===== src/rtl/fpga_cfg_pkg.sv =====
// rtl/fpga_cfg_pkg.sv - shared CRAM configuration types, CRC constant and chain-length helper
package fpga_cfg_pkg;

    typedef enum logic [1:0] {
        IDLE  = 2'd0,
        LOAD  = 2'd1,
        CHECK = 2'd2,
        DONE  = 2'd3
    } loader_state_t;

    localparam logic [7:0] CRC8_POLY = 8'h07;

    // LUT bits + FF-bypass per output + switch box (6 per track) + input connection muxes
    function automatic int cfg_bits(input int bus_width, input int le_inputs,
                                    input int le_outputs, input int lut_size);
        return lut_size + le_outputs + 6 * bus_width + le_inputs * (4 * bus_width + 1);
    endfunction

endpackage


===== src/rtl/cram_loader_if.sv =====
// rtl/cram_loader_if.sv - bitstream word handshake between producer and cram_loader
interface cram_loader_if #(
    parameter int WORD_WIDTH = 8
);
    logic [WORD_WIDTH-1:0] word_in;
    logic                  word_valid;
    logic                  word_ready;

    modport master (output word_in, output word_valid, input word_ready);
    modport slave  (input word_in, input word_valid, output word_ready);
endinterface


===== src/rtl/cfg_crc8.sv =====
// rtl/cfg_crc8.sv - serial CRC-8 (poly 0x07, init 0x00), one bit per enabled clock, MSB-first
module cfg_crc8
    import fpga_cfg_pkg::*;
(
    input  logic       clk,
    input  logic       nrst,
    input  logic       clear,
    input  logic       en,
    input  logic       bit_in,
    output logic [7:0] crc
);
    logic fb;

    assign fb = crc[7] ^ bit_in;

    always_ff @(posedge clk or negedge nrst) begin
        if (!nrst) begin
            crc <= 8'h00;
        end else if (clear) begin
            crc <= 8'h00;
        end else if (en) begin
            crc <= {crc[6:0], 1'b0} ^ (fb ? CRC8_POLY : 8'h00);
        end
    end
endmodule


===== src/rtl/cram_loader.sv =====
// rtl/cram_loader.sv - serialises bitstream words MSB-first onto the CRAM chain; LOADER_CRC_EN adds a CRC-8 trailer check
module cram_loader
    import fpga_cfg_pkg::*;
#(
    parameter int WORD_WIDTH = 8,
    parameter int CHAIN_LEN  = cfg_bits(4, 4, 1, 16)
) (
    input  logic                clk,
    input  logic                nrst,
    input  logic                start,
    cram_loader_if.slave        wbus,
    output logic                config_data_in,
    output logic                config_en,
    output logic                busy,
    output logic                done,
    output logic                err
);
    localparam int NWORDS = (CHAIN_LEN + WORD_WIDTH - 1) / WORD_WIDTH;
    localparam int NBITS  = NWORDS * WORD_WIDTH;
`ifdef LOADER_CRC_EN
    localparam int NACCEPT = NWORDS + 1;
`else
    localparam int NACCEPT = NWORDS;
`endif
    localparam int WA_W = $clog2(NACCEPT + 1);
    localparam int BC_W = $clog2(NBITS + 1);
    localparam int SC_W = $clog2(WORD_WIDTH + 1);

    loader_state_t         state, state_nxt;
    logic [WORD_WIDTH-1:0] shreg, hold;
    logic [SC_W-1:0]       sh_cnt, sh_left;
    logic                  hold_full;
    logic [WA_W-1:0]       words_acc;
    logic [BC_W-1:0]       bits_sent;
    logic                  start_load, accept, accept_data, shifting, bits_done;
`ifdef LOADER_CRC_EN
    logic [7:0]            crc_rx, crc_calc;
    logic                  crc_full;
`endif

    assign start_load      = start && (state == IDLE || state == DONE);
    assign wbus.word_ready = (state == LOAD) && !hold_full && (words_acc < WA_W'(NACCEPT));
    assign accept          = wbus.word_valid && wbus.word_ready;
    assign accept_data     = accept && (words_acc < WA_W'(NWORDS));
    assign shifting        = (state == LOAD) && (sh_cnt != '0);
    assign bits_done       = (bits_sent == BC_W'(NBITS));

    always_comb begin
        sh_left = sh_cnt;
        if (shifting) sh_left = sh_cnt - 1'b1;
    end

    always_comb begin
        state_nxt = state;
        case (state)
            IDLE:  if (start) state_nxt = LOAD;
`ifdef LOADER_CRC_EN
            LOAD:  if (bits_done && crc_full) state_nxt = CHECK;
`else
            LOAD:  if (bits_done) state_nxt = DONE;
`endif
            CHECK: state_nxt = DONE;
            DONE:  if (start) state_nxt = LOAD;
            default: state_nxt = IDLE;
        endcase
    end

    always_ff @(posedge clk or negedge nrst) begin
        if (!nrst) begin
            state          <= IDLE;
            busy           <= 1'b0;
            done           <= 1'b0;
            config_en      <= 1'b0;
            config_data_in <= 1'b0;
            shreg          <= '0;
            hold           <= '0;
            sh_cnt         <= '0;
            hold_full      <= 1'b0;
            words_acc      <= '0;
            bits_sent      <= '0;
        end else begin
            state          <= state_nxt;
            busy           <= (state_nxt == LOAD) || (state_nxt == CHECK);
            done           <= (state_nxt == DONE);
            config_en      <= shifting;
            config_data_in <= shifting ? shreg[WORD_WIDTH-1] : 1'b0;
            if (start_load) begin
                sh_cnt    <= '0;
                hold_full <= 1'b0;
                words_acc <= '0;
                bits_sent <= '0;
            end else begin
                if (accept)   words_acc <= words_acc + 1'b1;
                if (shifting) bits_sent <= bits_sent + 1'b1;
                // Refill the shifter in the same cycle its last bit leaves so a steady source stays gapless
                if (sh_left == '0 && hold_full) begin
                    shreg     <= hold;
                    sh_cnt    <= SC_W'(WORD_WIDTH);
                    hold_full <= 1'b0;
                end else if (sh_left == '0 && accept_data) begin
                    shreg  <= wbus.word_in;
                    sh_cnt <= SC_W'(WORD_WIDTH);
                end else begin
                    if (shifting) begin
                        shreg  <= shreg << 1;
                        sh_cnt <= sh_left;
                    end
                    if (accept_data) begin
                        hold      <= wbus.word_in;
                        hold_full <= 1'b1;
                    end
                end
            end
        end
    end

`ifdef LOADER_CRC_EN
    cfg_crc8 u_crc (
        .clk    (clk),
        .nrst   (nrst),
        .clear  (start_load),
        .en     (shifting),
        .bit_in (shreg[WORD_WIDTH-1]),
        .crc    (crc_calc)
    );

    // The trailer word only carries the expected CRC; it never enters the shifter
    always_ff @(posedge clk or negedge nrst) begin
        if (!nrst) begin
            crc_rx   <= 8'h00;
            crc_full <= 1'b0;
            err      <= 1'b0;
        end else if (start_load) begin
            crc_full <= 1'b0;
            err      <= 1'b0;
        end else begin
            if (accept && !accept_data) begin
                crc_rx   <= wbus.word_in[7:0];
                crc_full <= 1'b1;
            end
            if (state == CHECK) err <= (crc_calc != crc_rx);
        end
    end
`else
    assign err = 1'b0;
`endif

endmodule


===== src/flat_wrapper.sv =====
// flat-port wrapper written by rule: the top's interface ports become plain ports
module cram_loader_flat import fpga_cfg_pkg::*;
#(
    parameter int WORD_WIDTH = 8,
    parameter int CHAIN_LEN  = cfg_bits(4, 4, 1, 16)
)
  (clk, nrst, start, config_data_in, config_en, busy, done, err, wbus_word_in, wbus_word_valid, wbus_word_ready);
  cram_loader_if #(.WORD_WIDTH(WORD_WIDTH)) wbus_i ();
  input  logic clk;
  input  logic nrst;
  input  logic start;
  output logic config_data_in;
  output logic config_en;
  output logic busy;
  output logic done;
  output logic err;
  input wire logic [$bits(wbus_i.word_in)-1:0] wbus_word_in;
  input wire logic [$bits(wbus_i.word_valid)-1:0] wbus_word_valid;
  output wire logic [$bits(wbus_i.word_ready)-1:0] wbus_word_ready;
  assign wbus_i.word_in = wbus_word_in;
  assign wbus_i.word_valid = wbus_word_valid;
  assign wbus_word_ready = wbus_i.word_ready;
  cram_loader #(.WORD_WIDTH(WORD_WIDTH), .CHAIN_LEN(CHAIN_LEN)) u_core (.clk(clk), .nrst(nrst), .start(start), .wbus(wbus_i), .config_data_in(config_data_in), .config_en(config_en), .busy(busy), .done(done), .err(err));
endmodule

===== config.mk =====
export PLATFORM = sky130hd
export DESIGN_NAME = cram_loader_flat
export DESIGN_NICKNAME = d
export VERILOG_FILES = /design/src/rtl/fpga_cfg_pkg.sv /design/src/rtl/cram_loader_if.sv /design/src/rtl/cfg_crc8.sv /design/src/rtl/cram_loader.sv /design/src/flat_wrapper.sv
export SDC_FILE = /design/constraint.sdc
export NUM_CORES = 1
export LEC_CHECK = 0
export CAP_MARGIN = 20
export CORE_ASPECT_RATIO = 2
export CORE_MARGIN = 8
export CORE_UTILIZATION = 45
export DETAILED_ROUTE_END_ITERATION = 6
export PLACE_DENSITY = 0.75
export SETUP_SLACK_MARGIN = 0.3
export SYNTH_ARGS = -nofsm -noshare
export SYNTH_HDL_FRONTEND = slang
export SYNTH_SLANG_ARGS = --single-unit

===== constraint.sdc =====
create_clock -name clk -period 2.45 [get_ports clk]
set_input_delay 0.3675 -clock clk [delete_from_list [all_inputs] [get_ports clk]]
set_output_delay 0.3675 -clock clk [all_outputs]
set_load 0.01 [all_outputs]

-- Word-level counts from Yosys, hierarchy flattened
Index checks and enable logic that the tools add are counted.
- shifts and indexed selects: 0
- reductions and logical operators: 23
- eq/ne operators: 8
- muxes and demuxes: 20
- bitwise gates (word level): 3
- divide/modulo/power cells: 0
- multiply operators: 0
- $lt $le $gt $ge: 1
- add/subtract/negate cells: 3
- operator list (kind ; count):
    $mux 4 ; 7
    $mux 8 ; 3
    $mux 7 ; 2
    $eq 2x2->1 const B ; 4
    $logic_and 1x1->1 ; 8
    $reduce_bool 4->1 ; 2
    $add 7x1->7 const B ; 1
    $eq 7x7->1 const B ; 1
    $pmux 2 s3 ; 1
    $reduce_bool 3->1 ; 2
    $mux 1 ; 5
    $add 4x1->4 const B ; 1
    $eq 2x1->1 const B ; 2
    $logic_not 4->1 ; 1
    $lt 4x4->1 const B ; 1
    $mux 2 ; 2
    $reduce_and 2->1 ; 2
    $reduce_and 4->1 ; 1
    $reduce_bool 2->1 ; 2
    $sub 4x1->4 const B ; 1
    $ne 3x1->1 const B ; 1
    $not 1->1 ; 3
    $logic_not 2->1 ; 1
    $logic_or 1x1->1 ; 2
    2 further kinds ; 2
- memories kept: 0
- bits in read-only memories: 0
- bits of input ports: 12
- output and inout port bits: 6
- word-level logic and storage cells: 69
- bits in latches: 0
- bits in writable memories: 0
- register bits: 38

-- Logic depth before layout (Yosys ltp)
- word-level depth: 9
- gate-level depth with buffers: 9
- depth with buffers taken out: 8

-- Worst setup path before layout
No wires, ideal clock.
- kind: register -> register
- from: reg u_core.state[0]
- to: reg u_core.shreg[0]
- required time: 2.325 ns
- arrival time: 1.978 ns
- clock period less this slack: 2.102 ns
- cell stages (with the launch flop): 8
- path slack: 0.348 ns
- buffers on the path: 1
- library setup time: 0.125 ns
- cell sequence: dfrtp_1 > ha_1 > buf_6 > or3_1 > a21oi_2 > o211ai_2 > a21oi_4 > mux2_2
- cells in the longest elaborated chain, start to end: 8
- elaborated cells between the ends (all ways): 19
- those cells by class: 2 x eq/ne; 3 x mux; 1 x bitwise; 13 x reduce/logical
- ends and longest elaborated chain (element ; RTL line ; RTL):
    start, declared ; cram_loader.sv:29 ; loader_state_t state, state_nxt;
    start signal, assigned ; cram_loader.sv:82 ; state <= state_nxt;
    branches (longest 8 deep; another with $mux 4) ; -- ;
    end signal, assigned ; cram_loader.sv:97 ; shreg <= hold;
    end signal, assigned ; cram_loader.sv:101 ; shreg <= wbus.word_in;
    end signal, assigned ; cram_loader.sv:105 ; shreg <= shreg << 1;
    end, declared ; cram_loader.sv:30 ; logic [WORD_WIDTH-1:0] shreg, hold;
Parallel ways; which one is timed is not known.
A chain may end at the register's enable or synchronous reset.

-- Worst setup path after layout
- from: reg u_core.state[0]
- to: reg u_core.shreg[5]
The elaborated chain is that of the path after synthesis.

==> metrics <==
vias in the first global route=1428; clk sink count=38; status=finished, final reports clean; first-pass GRT wire length=6582 um; maximum operating frequency=479.6 MHz; EDFF count, synth=0; die width=62.57 um; antenna violations before repair=0; Pins Over Slew Limit=0; largest net degree at the start of global routing=39; crit path launch=u_core.state[0]; met3 Use GR=3.189%; Hold Crit Class=input pin to asynchronous set/reset pin; fin area=0.002364 mm^2; core area=0.004254 mm^2; busiest layer in global routing=met2; Die H=109.1 um; M2 GR Usage=19.29%; Initial Util=45.88%; Routed Antenna Nets=0; reg2reg setup slack=0.36 ns; Slew HR=45.43%; Min Clock Period, post-route=2.085 ns; final number of setup-violating endpoints=0; GRT overflow=0; Detailed Routing Iterations Pass 1=4; Die Area=0.006829 mm^2; Setup Skew=0.008984 ns; Min Hold Slack=0.1682 ns; Worst EP required=2.63 ns; Max rail drop VDD=723.4 uV; CP Launch Type=flip-flop; Final Hold Fails=0; setup TNS=0 ns; drt initial violations=33; Synth Net Count=199; Pleak=1.060 nW; clk_lat worst skew=0.29 ns; grt met1 use=14.43%; Final period util=85.11%; PortBufs=16; Final nets=226; CTS tree=yes; antenna diode count=0; Syn Inst Count=179; Reg2Reg Depth=7; Clk Tree Root Cell=clkbuf_8; GPL Wtd Cong=0.9646; FF/Latch Area=952.2 um^2; Avg Inst Size Synth=10.90 um^2; area delta synth->final=21.09%; worst-case clock buffer depth=2; Post-DP Area=0.002165 mm^2; Arrival @ worst endpoint=2.27 ns; Multi-input gate area=970.9 um^2; area of the mapped netlist=0.001952 mm^2; warnings from Yosys=0; share of cells above drive strength 1=23.19%; Tot GR Track Use=11.82%; critical-path maximum fanout=5; std cell rows=34; power density over cell area=1297 mW/mm^2; RSZ-0062 raised after global routing=no; actual slew at the worst max-slew pin=0.8186 ns; Synth cell types=42; Via density=5.456; CP Capture Type=flip-flop; asr flop ratio synth=100.0%; critical path endpoint=u_core.shreg[5]; CTS Hold Bufs=0; reg-to-reg endpoint=u_core.shreg[5]; final WL=3859 um; CTS clk-pin slew, worst paths=0.08 ns; Seq/Total Area, Yosys=48.72%; RR Startpoint=u_core.state[0]; WS Path Type=flip-flop to flip-flop; Residual DRC=0; FILL cells=377; count of state elements after synthesis=38; Routed WL per cell=14.79 um; Top-Level Pins=18; maxcap violations=0; CTS Buf Count=5; via count=1424; ys flop type=dfrtp_1; H-tree depth=2; DP HPWL=2654 um
-- power breakdown --
| part | total [W] | internal, W | switching, W | leakage, nW |
|---|---|---|---|---|
| Sequential | 0.00102 | 0.000857 | 0.000165 | 0.489 |
| Combinational | 0.00160 | 0.000790 | 0.000815 | 0.523 |
| Clock | 0.000438 | 0.000227 | 0.000211 | 0.0482 |
| Total | 0.00307 | 0.00187 | 0.00119 | 1.06 |
-- cells in the mapped netlist, types with 2 or more instances --
cell / count / area share, %
dfrtp_1: 38 / 49
mux2_2: 16 / 9.2
nor2_1: 16 / 3.1
nand2_1: 14 / 2.7
inv_1: 11 / 2.1
ha_1: 8 / 5.1
a22oi_1: 7 / 2.7
o2bb2ai_1: 7 / 3.1
xor2_1: 6 / 2.7
a21oi_1: 5 / 1.3
o21ai_0: 4 / 1.0
and3_1: 3 / 0.96
nand3_1: 3 / 0.77
nand3b_1: 3 / 1.2
nand4_1: 3 / 0.96
xnor2_1: 3 / 1.3
and2_1: 2 / 0.64
buf_2: 2 / 0.51
clkbuf_1: 2 / 0.38
nor3_1: 2 / 0.51
o211ai_2: 2 / 1.3
or3_1: 2 / 0.64
-- per-layer routing --
metal	share of wire, %	up-vias
li1	-	683
met1	46	710
met2	47	24
met3	4.3	7
met4	1.7	0
met5	0	-
-- flip-flops by register name (all words and copies together) (netlist names) --
signal	count
u_core.config_data_in	1
u_core.sh_cnt	4
u_core.hold	8
u_core.busy	1
u_core.config_en	1
u_core.bits_sent	7
u_core.words_acc	4
u_core.done	1
u_core.hold_full	1
u_core.state	2
u_core.shreg	8
-- placed cells by master (no fill, tap or decap), types with 2 or more instances in the layout --
master and n:
dfrtp_1 37, nor2_1 16, nand2_1 14, clkdlybuf4s50_1 14, mux2_2 13, buf_4 11, inv_1 10, a22oi_1 7
o2bb2ai_1 7, ha_1 7, xor2_1 6, clkbuf_8 6, a21oi_1 5, nand4_1 3, o21ai_0 3, nand3_1 3
and3_1 3, xnor2_1 3, nand3b_1 3, mux2_4 3, and2_1 2, nor3_1 2, or3_4 2, a21oi_4 2
o211ai_2 2
-- stage by stage --
step           setup WS, ns  power, W  std cells  util (%)
6_report             0.3649  0.003065        261     55.56
5_1_grt              0.2785  0.003300        261     55.56
4_1_cts              0.3246  0.002926        254     53.79
3_5_place_dp         0.1657  0.002415        246     50.88
3_3_place_gp         0.2568  0.002346        246     50.88
2_1_floorplan        0.3477  0.002055        179         -
-- cells by family (layout without fill, tap and decap cells) --
kind of cell / Yosys count / in the layout / share of synthesized area [%]
buf+inv: 18 / 46 / 4.167
compound gates: 35 / 35 / 14.49
simple gates: 53 / 53 / 13.53
mux: 17 / 17 / 9.743
other cells: 1 / 1 / 0.1921
flops: 38 / 38 / 48.72
fa+ha+maj: 8 / 8 / 5.128
xor+xnor: 9 / 9 / 4.039
-- area by class of cell --
class	count	share of cell area [%]
Multi-Input combinational cell	123	41.08
Sequential cell	38	40.29
Timing Repair Buffer	27	10.16
Clock buffer	7	3.653
Tap cell	54	2.859
Inverter	11	1.747
Clock inverter	1	0.2118
-- worst min path at each step --
| stage | cells after the start | slack [ns] | end | start |
|---|---|---|---|---|
| floorplan | 0 | 0.07 | u_core.bits_sent[0] | nrst |
| global placement | 1 | 0.48 | u_core.config_data_in | u_core.shreg[7] |
| detailed placement | 1 | 0.47 | u_core.config_data_in | u_core.shreg[7] |
| CTS | 1 | 0.19 | u_core.hold_full | nrst |
| global route | 1 | 0.25 | u_core.hold_full | nrst |
| finish | 1 | 0.17 | u_core.busy | nrst |
-- critical path: stages (launching register included) --
cell and delay [ns]:
dfrtp_1 0.43, ha_4 0.19, or3_4 0.34, a21oi_4 0.21
o211ai_2 0.14, a21oi_4 0.16, buf_4 0.17, mux2_2 0.33
-- repair_timing --
action,CTS,global route
setup buffers,0,7
cloned,0,0
endpoints found under the setup margin,17,23
pin swaps,2,3
gates resized for setup,5,8
No activity file was read; power rests on OpenSTA's default activity.
